File: src/rtl/rf_writeback_unit.sv
// rf_writeback_unit: multicycle writeback sequencer driving the integer register
// file write port. Takes a command from the control FSM, sources the result from
// the ALU or from a data-memory load, and issues one rf write pulse plus done.
//
// Ports:
//   clk, rst          clock, asynchronous active-low reset
//   start             command strobe (sampled only in IDLE)
//   src_sel           0 = ALU result, 1 = load
//   funct3            load type (LB/LH/LW/LBU/LHU)
//   rd_in             destination register
//   alu_result        ALU value, or load byte address
//   mem_req_valid/ready, mem_addr      load request channel
//   mem_rsp_valid, mem_rsp_data        load response channel
//   rf_we, rf_rd, rf_wdata             register-file write port
//   busy, done, err                    status to the control FSM
module rf_writeback_unit #(
   parameter int unsigned DATA_WIDTH = 32,
   parameter int unsigned ADDR_WIDTH = 5
) (
   input  logic                  clk,
   input  logic                  rst,
   input  logic                  start,
   input  logic                  src_sel,
   input  logic [2:0]            funct3,
   input  logic [ADDR_WIDTH-1:0] rd_in,
   input  logic [DATA_WIDTH-1:0] alu_result,
   output logic                  mem_req_valid,
   input  logic                  mem_req_ready,
   output logic [DATA_WIDTH-1:0] mem_addr,
   input  logic                  mem_rsp_valid,
   input  logic [DATA_WIDTH-1:0] mem_rsp_data,
   output logic                  rf_we,
   output logic [ADDR_WIDTH-1:0] rf_rd,
   output logic [DATA_WIDTH-1:0] rf_wdata,
   output logic                  busy,
   output logic                  done,
   output logic                  err
);

   localparam int unsigned BYTE_W = 8;
   localparam int unsigned HALF_W = 16;

   typedef enum logic [1:0] {IDLE, REQ, WAIT, WRITE} state_t;

   state_t                state, state_d;
   logic [2:0]            cap_f3, cap_f3_d;
   logic [ADDR_WIDTH-1:0] cap_rd, cap_rd_d;
   logic [1:0]            cap_lane, cap_lane_d;

   logic                  mem_req_valid_d, rf_we_d, busy_d, done_d, err_d;
   logic [DATA_WIDTH-1:0] mem_addr_d, rf_wdata_d;
   logic [ADDR_WIDTH-1:0] rf_rd_d;

   // Legality of a load given its type and the low address bits.
   function automatic logic load_legal(input logic [2:0] f3, input logic [1:0] lane);
      case (f3)
         3'd0, 3'd4: load_legal = 1'b1;
         3'd1, 3'd5: load_legal = ~lane[0];
         3'd2:       load_legal = (lane == 2'b00);
         default:    load_legal = 1'b0;
      endcase
   endfunction

   // Select the addressed byte/half lane and sign- or zero-extend it.
   function automatic logic [DATA_WIDTH-1:0] load_extend(input logic [2:0] f3,
                                                         input logic [1:0] lane,
                                                         input logic [DATA_WIDTH-1:0] word);
      logic [DATA_WIDTH-1:0] sh_b;
      logic [DATA_WIDTH-1:0] sh_h;
      sh_b = word >> {lane, 3'b000};
      sh_h = word >> {lane[1], 4'b0000};
      case (f3)
         3'd0:    load_extend = {{(DATA_WIDTH-BYTE_W){sh_b[BYTE_W-1]}}, sh_b[BYTE_W-1:0]};
         3'd1:    load_extend = {{(DATA_WIDTH-HALF_W){sh_h[HALF_W-1]}}, sh_h[HALF_W-1:0]};
         3'd4:    load_extend = {{(DATA_WIDTH-BYTE_W){1'b0}}, sh_b[BYTE_W-1:0]};
         3'd5:    load_extend = {{(DATA_WIDTH-HALF_W){1'b0}}, sh_h[HALF_W-1:0]};
         default: load_extend = word;
      endcase
   endfunction

   // State, captured command and registered outputs.
   always_ff @(posedge clk or negedge rst) begin
      if (!rst) begin
         state         <= IDLE;
         cap_f3        <= '0;
         cap_rd        <= '0;
         cap_lane      <= '0;
         mem_req_valid <= 1'b0;
         mem_addr      <= '0;
         rf_we         <= 1'b0;
         rf_rd         <= '0;
         rf_wdata      <= '0;
         busy          <= 1'b0;
         done          <= 1'b0;
         err           <= 1'b0;
      end else begin
         state         <= state_d;
         cap_f3        <= cap_f3_d;
         cap_rd        <= cap_rd_d;
         cap_lane      <= cap_lane_d;
         mem_req_valid <= mem_req_valid_d;
         mem_addr      <= mem_addr_d;
         rf_we         <= rf_we_d;
         rf_rd         <= rf_rd_d;
         rf_wdata      <= rf_wdata_d;
         busy          <= busy_d;
         done          <= done_d;
         err           <= err_d;
      end
   end

   // Next state and next output values; outputs are computed one cycle ahead
   // so they are registered yet valid in the state they belong to.
   always_comb begin
      state_d         = state;
      cap_f3_d        = cap_f3;
      cap_rd_d        = cap_rd;
      cap_lane_d      = cap_lane;
      mem_req_valid_d = 1'b0;
      mem_addr_d      = mem_addr;
      rf_we_d         = 1'b0;
      rf_rd_d         = rf_rd;
      rf_wdata_d      = rf_wdata;
      done_d          = 1'b0;
      err_d           = 1'b0;

      case (state)
         IDLE: begin
            if (start) begin
               cap_f3_d   = funct3;
               cap_rd_d   = rd_in;
               cap_lane_d = alu_result[1:0];
               if (!src_sel) begin
                  state_d    = WRITE;
                  rf_we_d    = (rd_in != '0);
                  rf_rd_d    = rd_in;
                  rf_wdata_d = alu_result;
                  done_d     = 1'b1;
               end else if (!load_legal(funct3, alu_result[1:0])) begin
                  // Illegal load: complete without touching memory or the rf.
                  state_d = WRITE;
                  rf_rd_d = rd_in;
                  done_d  = 1'b1;
                  err_d   = 1'b1;
               end else begin
                  state_d         = REQ;
                  mem_req_valid_d = 1'b1;
                  mem_addr_d      = {alu_result[DATA_WIDTH-1:2], 2'b00};
               end
            end
         end
         REQ: begin
            if (mem_req_ready) state_d = WAIT;
            else               mem_req_valid_d = 1'b1;
         end
         WAIT: begin
            if (mem_rsp_valid) begin
               state_d    = WRITE;
               rf_we_d    = (cap_rd != '0);
               rf_rd_d    = cap_rd;
               rf_wdata_d = load_extend(cap_f3, cap_lane, mem_rsp_data);
               done_d     = 1'b1;
            end
         end
         WRITE:   state_d = IDLE;
         default: state_d = IDLE;
      endcase

      busy_d = (state_d != IDLE);
   end

endmodule
File: config.mk
export PLATFORM = sky130hd
export DESIGN_NAME = rf_writeback_unit
export DESIGN_NICKNAME = d
export VERILOG_FILES = /design/src/rtl/rf_writeback_unit.sv
export SDC_FILE = /design/constraint.sdc
export NUM_CORES = 1
export LEC_CHECK = 0
export ABC_CLOCK_PERIOD_IN_PS = 3500
export BUFFER_PORTS_ARGS = -buffer_cell sky130_fd_sc_hd__buf_2
export CORE_MARGIN = 1
export CORE_UTILIZATION = 40
export CTS_BUF_LIST = sky130_fd_sc_hd__clkbuf_4
export DETAILED_ROUTE_END_ITERATION = 7
export PLACE_DENSITY_LB_ADDON = 0.12
export RECOVER_POWER = 25
export SLEW_MARGIN = 10
export SYNTH_ARGS = -nofsm -noshare
export SYNTH_HDL_FRONTEND = slang
export SYNTH_SLANG_ARGS = --single-unit
File: constraint.sdc
create_clock -name clk -period 3.5 [get_ports clk]
set_input_delay 0.7 -clock clk [delete_from_list [all_inputs] [get_ports clk]]
set_output_delay 0.7 -clock clk [all_outputs]
set_load 0.1 [all_outputs]
After elaboration in Yosys (flattened, before gate mapping)
Cells that the tools add are included.
{ "totals": {"regBits": 84, "input_bits": 78, "word_cells": 80} }
{ "classes": {"n_eq_ne": 14, "shifts": 2, "n_mux": 37, "n_bitwise": 1, "n_reduce_logical": 14} }
{ "op_table": {"columns": ["cell", "n"], "rows": [
  ["$pmux W32 S4", 1],
  ["$mux W32", 3],
  ["$pmux W32 S2", 1],
  ["$shr A32 B5 Y16", 1],
  ["$shr A32 B5 Y8", 1],
  ["$mux W5", 4],
  ["$mux W1", 17],
  ["$eq A3 B3 Y1 const B", 4],
  ["$reduce_and A4 Y1", 3],
  ["$mux W2", 5],
  ["$pmux W5 S2", 1],
  ["$reduce_bool A5 Y1", 2],
  ["$pmux W2 S4", 1],
  ["$eq A3 B1 Y1 const B", 2],
  ["$logic_not A3 Y1", 2],
  ["$ne A2 B2 Y1 const B", 3],
  ["$pmux W1 S2", 3],
  ["$eq A2 B2 Y1 const B", 2],
  ["$logic_not A2 Y1", 2],
  ["$reduce_bool A2 Y1", 2],
  ["$reduce_or A2 Y1", 2],
  ["$eq A3 B2 Y1 const B", 1],
  ["$ne A3 B3 Y1 const B", 1],
  ["$pmux W1 S3", 1],
  ["other kinds (3)", 3]
]} }

Depth between registers and ports, before layout
Gate-level depths: netlist of the first run.
{ "logic_depth": {"word_depth": 11, "mapped_depth": 8, "ltp_nobuf": 4} }

Least setup slack after synthesis of the first run
OpenSTA, ideal clock, no wires.
{ "synth_path": {"path_kind": "input port to flip-flop", "from": "input funct3[0]", "to": "register mem_addr[25]", "setup_time_ps": 128, "arrival_time_ps": 1743, "t_required_ps": 3372, "setup_slack_ps": 1629, "cell_stages": 5, "cell_sequence": "nor4_1 -> or2_2 -> nand3_1 -> buf_2 -> mux2_1"} }
{ "synth_between": {"elab_chain_cells": 7, "word_cells_on_any_way": 12, "classes_between": "4 x eq/ne; 4 x mux; 4 x reduce/logical"} }
{ "synth_lines": {"columns": ["element", "line_no", "rtl"], "rows": [
  ["start, declared", "24", "input logic [2:0] funct3,"],
  ["$eq A3 B1 Y1, or another cell as far along", "56", "case (f3)"],
  ["$reduce_or A2 Y1", "56", null],
  ["$pmux W1 S3 (*)", "56", null],
  ["$mux W1 (*)", "133", "if (!src_sel) begin"],
  ["$mux W1 (*)", "129", "if (start) begin"],
  ["$mux W1 (*)", "127", "case (state)"],
  ["$reduce_and A4 Y1 (no line) (*)", null, null],
  ["end signal, assigned", "102", "mem_addr <= mem_addr_d;"],
  ["end, declared", "29", "output logic [DATA_WIDTH-1:0] mem_addr,"]
]} }
Mark *: on every way between the ends. The rest lies on a longest branch, timed or not. The select of a mux whose other input is x is not followed.
A chain may end at the register's enable or synchronous reset.

Final worst setup path of the first run
{ "layout_path": {"from": "register state[1]", "to": "register rf_wdata[18]"} }
{ "layout_between": {"elab_chain_cells": 3, "word_cells_on_any_way": 8, "classes_between": "4 x eq/ne; 1 x mux; 3 x reduce/logical"} }
{ "layout_lines": {"columns": ["element", "line_no", "rtl"], "rows": [
  ["start, declared", "45", "state_t state, state_d;"],
  ["start signal, assigned", "97", "state <= state_d;"],
  ["$eq A2 B2 Y1 / $logic_not A2 Y1 (equally long branches)", "127", null],
  ["$ne A2 B2 Y1 (no line) / $reduce_bool A2 Y1 (equally long branches)", null, null],
  ["$reduce_and A4 Y1 (no line)", null, null],
  ["end signal, assigned", "105", "rf_wdata <= rf_wdata_d;"],
  ["end, declared", "34", "output logic [DATA_WIDTH-1:0] rf_wdata,"]
]} }
Parallel ways exist; a longest one is shown, timed or not.

==> results.yml, run 1 <==
run_status:
  status: "finished, violations left"
  violations: "capacitance limit, slew limit"
floorplan:
  ios: 152
  die_x_um: 104.2
  die_h_um: 104.2
  start_util_pct: 41.96
  core-area_um2: 9955
  rows: 36
  dieArea_um2: 10850
logic_synthesis:
  synth_cell_types: 44
  yosysWarnings: 0
  avgSynthCellArea_um2: 10.24
  syn_inst: 408
  seq_area_frac_synth_pct: 50.33
  synth_edf_count: 0
  syn_area_um2: 4177
  synth_ff_type: "dfrtp_1"
  synth_seq_cells: 84
  async_flop_share_pct: 100.0
cells_and_area:
  fillers: 987
  final_cell_mix: "buf_2 (147), dfrtp_1 (84), a21oi_1 (47)"
  area_growth_pct: 21.57
  mostFrequentLayoutCell: "buf_2"
  multiInputGateArea_um2: 1871
  register_area_um2: 2102
  layout.nets: 621
  antennaDiodeCount: 0
  layout-drive-gt1-share_pct: 39.31
clock_tree:
  cts_tree: "built"
  cts_buffers: 9
  cts_buffer_depth: 2
  clk_pin_slew_worst_paths_ns: 0.13
  cts_hold_buffers: 0
  clock_sinks: 84
  clk_latency_ns: 0.43
  postCtsSetupBuffers: 0
  root_buffer: "clkbuf_4"
  htreeDepth: 3
  post_cts_resized: 0
routing:
  drcViolationCount: 0
  dr.pass1.iters: 4
  drtIter0Drc: 242
  final_antenna_net_count: 0
  vias_per_cell: 5.387
  routed_wl_um: 11820
  num_vias: 3663
  avgRoutedWirePerCell_um: 17.38
sta:
  grt_setup_unrepaired: "no"
  finalSetupTns_ns: 0
  fin_ws_ns: 1.094
  tightest_slew_ns: 2.137
  min_period_ns: 2.406
  fmax_mhz: 415.6
  maxSlewHeadroom_pct: -42.46
  finalClockSkew_ns: 0.009913
  setup_viol: 0
  drv_slew: 85
  post-route-period-util_pct: 68.74
  hold_viol: 0
setup_path:
  cp_data_required_time_ns: 3.86
  crit_fanout: 21
  r2r_start: "state[1]"
  critPathCaptureType: "flip-flop"
  critical_path_class: "reg2reg"
  start_kind: "flip-flop"
  cp-startpoint: "state[1]"
  worstPathArrival_ns: 2.76
global_route:
  grt_pass1_vias: 3504
  grt_pass1_wl_um: 19100
  grt_max_degree: 85
  antenna_found_initial: 0
  overflow: 0
  grt_usage_pct: 22.61
worst_hold_path:
  worst_hold_path_type: "in2reg"
  hold_start: "rd_in[1]"
place:
  hpwl_um: 8643
  port_buffers: 149
  dp_slack_ns: 0.7407
  gp_congestion: 0.8291
flow_run:
  maxCapViolCount: 1
[Yosys cell counts, drive strengths merged (6+ instances only)]
master	n	area [um^2]
clkbuf	9	33.78
or3	6	37.54
buf	23	161.4
nand2	42	157.7
a211oi	18	160.2
a21oi	47	235.2
nor3	18	100.1
mux2i	11	110.1
nor2	35	131.4
a211o	7	61.31
o21ai	27	150.2
o22ai	8	56.30
mux2	35	394.1
a32oi	6	52.55
dfrtp	84	2102
[logic make-up (layout without fill, tap and decap cells)]
group,count (synthesis),in the layout,share of synthesized area (%)
AO/OA/AOI/OAI,120,120,18.69
AND/OR/NAND/NOR,121,121,13.78
other,1,2,0.08979
flip-flops,84,84,50.33
multiplexers,46,46,12.07
buffers and inverters,36,174,5.033
[final cells by class]
cell class                 count  share of cell area (%)
sequential                    84                   41.40
multi-input combinational    289                   36.84
timing repair buffer         155                   15.55
tap                          133                   3.277
clock buffer                  11                   1.626
clock inverter                 4                   1.010
inverter                       4                  0.2957
[critical path, stage by stage, from the launching register on]
cell,delay (ns)
dfrtp_1,0.53
or3b_1,0.60
o21ai_4,0.59
buf_4,0.35
nor2_1,0.06
a211oi_1,0.19
[final timing paths]
kind                           endpoint  slack (ns)  depth (start not counted)
setup / recovery           rf_wdata[18]        1.09                          5
hold / removal                cap_rd[1]        0.48                          3
setup reg to reg           rf_wdata[18]        1.09                          5
hold reg to reg            mem_addr[31]        0.50                          1
max in group asynchronous   rf_wdata[1]        1.37                          1
min in group asynchronous  mem_addr[13]        0.85                          1
[flip-flops by register name, summed over array words and instances, names as in the netlist]
register       flops
busy               1
cap_f3             3
cap_lane           2
cap_rd             5
done               1
err                1
mem_addr          30
mem_req_valid      1
rf_rd              5
rf_wdata          32
rf_we              1
state              2
[per-stage QoR]
step	utilization [%]	hold slack, ns	area, um^2	instances
6_report	51.01	0.4814	5077	680
3_3_place_gp	49.70	0.4615	4947	665
5_1_grt	51.01	0.4579	5077	680
3_5_place_dp	49.70	0.4761	4947	665
4_1_cts	51.04	0.4577	5081	680
2_1_floorplan	-	0.4044	4180	409
[metal layers]
| metal | global-route usage [%] | routed length [um] | vias up |
|---|---|---|---|
| li1 | - | - | 1735 |
| met1 | 31.99 | 5497 | 1757 |
| met2 | 33.10 | 5197 | 148 |
| met3 | 6.266 | 852 | 23 |
| met4 | 7.857 | 269 | 0 |
| met5 | 0 | 0 | - |
Power of run 1 is left out: the tool's default activity adds up to more than one toggle a clock period on the data nets, which glitch-free logic cannot reach.
==> run 2: changes to the inputs <==
Settings changed: ABC_CLOCK_PERIOD_IN_PS 3500 to 2150.
Clock period 3.5 ns to 2.15 ns, I/O delays scaled along.
==> run 2 against run 1 <==
  * The run now ends clean
  * Flip-flop and latch count is the same
  * Critical path depth is the same
  * Design area grew 1.8%
  * Maximum frequency grew 27%
  * Global-route usage grew 0.059 points
  * Count of clock-buffer cells in the layout shrank 2
  * Clock skew grew 0.0038 ns
  * Die area is the same
  * Final cell count grew 1.9%
  * Routed wire length shrank 0.81%
  * Register-to-register slack lost 0.84 ns
  * Sequential share of layout area shrank 0.74 points
==> results.yml, run 2 (synthesis gave the netlist of run 1 again) <==
run_status:
  status: "completed"
floorplan:
  ios: 152
  dieArea_um2: 10850
  rows: 36
  core-area_um2: 9955
  die_h_um: 104.2
  die_x_um: 104.2
  start_util_pct: 41.96
routing:
  drcViolationCount: 0
  routed_wl_um: 11720
  dr.pass1.iters: 4
  final_antenna_net_count: 0
  vias_per_cell: 5.299
  avgRoutedWirePerCell_um: 16.91
  drtIter0Drc: 187
  num_vias: 3672
global_route:
  grt_pass1_wl_um: 19110
  grt_max_degree: 44
  antenna_found_initial: 0
  overflow: 0
  grt_usage_pct: 22.67
  grt_pass1_vias: 3599
setup_path:
  start_kind: "flip-flop"
  r2r_end: "rf_wdata[24]"
  r2r_start: "state[1]"
  worstPathArrival_ns: 2.26
  cp_data_required_time_ns: 2.51
  critPathCaptureType: "flip-flop"
  critPathTopFamily: "simple AND/OR/NAND/NOR gates"
  slowest_delay_ns: 0.58
  cp_cell_sequence: "or3b_1 > o21ai_4 > buf_4 > nor2_1 > a211oi_1"
  worst_path_max_delay_cell: "or3b_1"
  reg2reg_slack_ns: 0.26
  crit_fanout: 21
  reg2regPathDepth: 5
  critPathBufInv: 1
  critical_path_class: "reg2reg"
clock_tree:
  clock_sinks: 84
  cts_buffers: 9
  clk_pin_slew_worst_paths_ns: 0.14
  htreeDepth: 3
  clk_latency_ns: 0.45
  root_buffer: "clkbuf_4"
  postCtsSetupBuffers: 0
  cts_tree: "built"
  cts_buffer_depth: 2
sta:
  fin_ws_ns: 0.2560
  grt_setup_unrepaired: "no"
  post-route-period-util_pct: 88.09
  maxSlewHeadroom_pct: 26.87
  fmax_mhz: 528.0
  finalClockSkew_ns: 0.01372
  min_period_ns: 1.894
  hold_viol: 0
  tightest_slew_ns: 1.097
  setup_viol: 0
  drv_slew: 0
  finalSetupTns_ns: 0
place:
  hpwl_um: 8989
  dp_slack_ns: 0.1307
  port_buffers: 149
  gp_congestion: 0.8836
worst_hold_path:
  min_path_cells: 3
  hold_path_end: "cap_rd[4]"
  worst_hold_path_type: "in2reg"
  hold_start: "rd_in[4]"
flow_run:
  maxCapViolCount: 0
cells_and_area:
  reg_top3: "rf_wdata x32, mem_addr x30"
  antennaDiodeCount: 0
  top_register: "rf_wdata"
  largest_reg_flops: 32
  area_growth_pct: 23.79
  mostFrequentLayoutCell: "buf_2"
  final_cell_mix: "buf_2 (147), dfrtp_1 (84), a21oi_1 (47)"
  layout.nets: 634
  layout-drive-gt1-share_pct: 40.18
==> run 2: through the flow <==
step / cells / util (%) / instance area [um^2] / hold slack [ns]
after floorplan: 409 / - / 4180 / 0.1344
after global placement: 677 / 50.73 / 5050 / 0.4619
after detailed placement: 677 / 50.73 / 5050 / 0.4702
after CTS: 693 / 51.94 / 5170 / 0.1724
after global routing: 693 / 51.94 / 5170 / 0.1823
final: 693 / 51.94 / 5170 / 0.1946
==> run 2: how the worst max path moves through the flow <==
stage	from	to	slack [ns]	cells after the start
after global routing	rst	rf_wdata[21]	0.13	3
after global placement	start	rf_wdata[15]	0.24	6
final	state[1]	rf_wdata[24]	0.26	5
after CTS	cap_lane[1]	rf_wdata[24]	0.18	4
after detailed placement	start	rf_wdata[24]	0.13	6
after floorplan	state[1]	rf_wdata[10]	0.45	7
==> run 2: area by class of cell <==
type	instances	area, um^2
clock buffers	9	67.56
clock inverters	6	42.54
fillers	960	4785
inverters	4	15.01
multi-input cells	289	1878
flip-flops and latches	84	2102
well taps	133	166.4
repair buffers	168	898.4
==> run 2: repair_timing <==
item | CTS | global route
gates resized for setup | 0 | 1
endpoints found under the setup margin | 0 | 2
hold buffers | 1 | 0
hold endpoints to repair | 41 | 0
==> run 2: worst min-delay path, stage by stage <==
cell	delay [ns]
buf_2	0.10
nand2_1	0.05
nand2_1	0.05
==> run 2: layer usage <==
layer | vias to the layer above | GRT usage [%] | part of all wire, %
met2 | 128 | 34.52 | 45
met1 | 1774 | 31.66 | 47
li1 | 1757 | - | -
met3 | 13 | 4.887 | 6.3
met5 | - | 0 | 0
met4 | 0 | 8.367 | 1.6
Power of run 2 is left out for the same reason.
==> run 3: changes to the inputs <==
Settings changed: ABC_AREA set to 1, ABC_CLOCK_PERIOD_IN_PS 2150 to 1700.
Clock period 2.15 ns to 1.7 ns, I/O delays scaled along.
==> run 3 against run 2 <==
  * Sequential share of layout area fell by 3.0 points
  * Hold slack got worse by 0.070 ns
  * Final cell count rose by 32%
  * Synthesized area rose by 7.6%
  * Die area rose by 7.5%
  * Synthesized cell count rose by 53%
  * Utilization fell by 0.59 points
  * Global-route usage rose by 0.92 points
  * Register-to-register slack got worse by 0.096 ns
  * Via count rose by 25%
  * Setup slack got worse by 0.16 ns
  * Critical path type is now reg2out
==> results.yml, run 3 <==
setup_path:
  crit_fanout: 2
  slowest_delay_ns: 0.44
  cp_cell_sequence: "buf_2"
  critPathTopFamily: "buffers and inverters"
  reg2regPathDepth: 8
  r2r_start: "state[0]"
  cp_data_required_time_ns: 1.36
  start_kind: "flip-flop"
  critPathBufInv: 1
  critical_path_class: "reg2out"
  critPathCaptureType: "output pin"
  worstPathArrival_ns: 1.26
  r2r_end: "mem_addr[20]"
  worst_path_max_delay_cell: "buf_2"
  reg2reg_slack_ns: 0.16
cells_and_area:
  register_area_um2: 2103
  layout-drive-gt1-share_pct: 26.22
  final_cell_mix: "nand2_1 (213), buf_2 (148), dfrtp_1 (83)"
  mostFrequentLayoutCell: "nand2_1"
  multiInputGateArea_um2: 2038
  largest_reg_flops: 32
  top_register: "rf_wdata"
  reg_top3: "rf_wdata x32, mem_addr x30"
  fillers: 1126
  antennaDiodeCount: 0
  area_growth_pct: 24.35
  layout.nets: 853
clock_tree:
  cts_buffers: 9
  clock_sinks: 84
  clk_pin_slew_worst_paths_ns: 0.13
  root_buffer: "clkbuf_4"
  cts_buffer_depth: 2
  cts_tree: "built"
  htreeDepth: 3
  clk_latency_ns: 0.43
sta:
  maxSlewHeadroom_pct: 47.86
  finalSetupTns_ns: 0
  min_period_ns: 1.603
  post-route-period-util_pct: 94.32
  hold_viol: 0
  setup_viol: 0
  drv_slew: 0
  fmax_mhz: 623.7
  grt_setup_unrepaired: "no"
  finalClockSkew_ns: 0.01567
  tightest_slew_ns: 0.7821
logic_synthesis:
  synth_ff_type: "dfrtp_1"
  synth_seq_cells: 84
  synth_most_common_cell: "nand2_1"
  avgSynthCellArea_um2: 7.181
  ys_top_cells_by_area: "dfrtp_1 (47%), nand2_1 (18%), a21oi_1 (8.0%)"
  seq_area_frac_synth_pct: 46.76
  netlist.area_leader.share_pct: 46.76
  synth_cell_types: 24
  syn_area_um2: 4496
  syn_inst: 626
  async_flop_share_pct: 100.0
  synth_edf_count: 0
  yosysWarnings: 0
  synth_common_cells: "nand2_1 (213), dfrtp_1 (84), nor2_1 (75), a21oi_1 (72), o21ai_0 (55)"
  synth_top_area_cell: "dfrtp_1"
worst_hold_path:
  hold_start: "alu_result[26]"
  hold_path_end: "mem_addr[26]"
  min_path_cells: 3
  worst_hold_path_type: "in2reg"
global_route:
  overflow: 0
  grt_usage_pct: 23.58
  grt_pass1_vias: 4244
  grt_pass1_wl_um: 21110
  grt_max_degree: 41
  antenna_found_initial: 0
routing:
  avgRoutedWirePerCell_um: 14.65
  final_antenna_net_count: 0
  drtIter0Drc: 356
  num_vias: 4598
  vias_per_cell: 5.009
  drcViolationCount: 0
  dr.pass1.iters: 5
  routed_wl_um: 13450
floorplan:
  dieArea_um2: 11670
  die_x_um: 108.0
  core-area_um2: 10890
  die_h_um: 108.0
  ios: 152
  start_util_pct: 41.29
  rows: 38
run_status:
  status: "completed"
place:
  hpwl_um: 10260
  port_buffers: 149
  gp_congestion: 0.8992
flow_run:
  maxCapViolCount: 0
## run 3: cell types whose count changed after synthesis, moves of 9 or more
| cell | change |
|---|---|
| nand2_1 | +171 |
| nor2_1 | +40 |
| mux2_2 | -31 |
| o21ai_0 | +30 |
| inv_1 | +28 |
| a21oi_1 | +25 |
| nand3_1 | +24 |
| nor3_1 | -15 |
| a211oi_1 | -13 |
| mux2i_1 | -11 |
| o21ai_1 | +9 |
## run 3: final cells by class
cell class                      instances  share of cell area, %
Sequential cell                        84                  37.62
Clock buffer                           11                  1.477
Inverter                               39                  2.663
Tap cell                              140                  3.133
Multi-Input combinational cell        466                  36.46
Timing Repair Buffer                  175                  17.50
Clock inverter                          3                  1.141
## run 3: cell families after synthesis
logic type | Yosys count | synth area share (%)
AOI/OAI and AO/OA | 137 | 15.34
buffers and inverters | 77 | 8.210
other | 1 | 0.08342
and+or+nand+nor | 327 | 29.61
DFF | 84 | 46.76
## run 3: layer usage
| metal | share of wire (%) | up-vias | GRT usage, % | routed length, um |
|---|---|---|---|---|
| met5 | 0 | - | 0 | 0 |
| met1 | 49 | 2122 | 36.07 | 6633 |
| li1 | - | 2276 | - | - |
| met3 | 6.0 | 17 | 3.797 | 812 |
| met2 | 43 | 183 | 33.99 | 5830 |
| met4 | 1.3 | 0 | 6.751 | 175 |
## run 3: worst max path at each step
stage / slack, ns / to / cells past startpoint / from
2_1_floorplan: 0.29 / mem_addr[19] / 8 / state[0]
5_1_grt: 0.02 / rf_wdata[19] / 3 / rst
6_report: 0.1 / rf_wdata[8] / 1 / rf_wdata[8]
4_1_cts: 0.07 / rf_wdata[8] / 1 / rf_wdata[8]
3_5_place_dp: 0.12 / rf_wdata[3] / 7 / state[0]
3_3_place_gp: 0.19 / mem_addr[24] / 8 / state[0]
## run 3: metrics by stage
step	instances	hold slack, ns	setup WS, ns	instance area [um^2]	utilization (%)
floorplan	627	0.04441	0.2943	4499	-
global placement	903	0.3046	0.1945	5438	49.94
detailed placement	903	0.3089	0.1233	5438	49.94
CTS	918	0.09993	0.07261	5594	51.38
global route	918	0.09523	0.01990	5590	51.34
finish	918	0.1246	0.09662	5590	51.34
## run 3: worst reg2reg max path: cells and delay by family, from the launching register on
kind / cells / cell delay, ns
buffers and inverters: 3 / 0.37
DFF: 1 / 0.48
and+or+nand+nor: 5 / 0.62
## run 3: repair_timing
| item | CTS | global route |
|---|---|---|
| resized for setup | 0 | 5 |
| setup endpoints to repair | 0 | 13 |
| buffers inserted | 0 | 0 |
| hold endpoints to repair | 28 | 0 |
| hold buffers | 1 | 0 |
Power of run 3 is left out for the same reason.
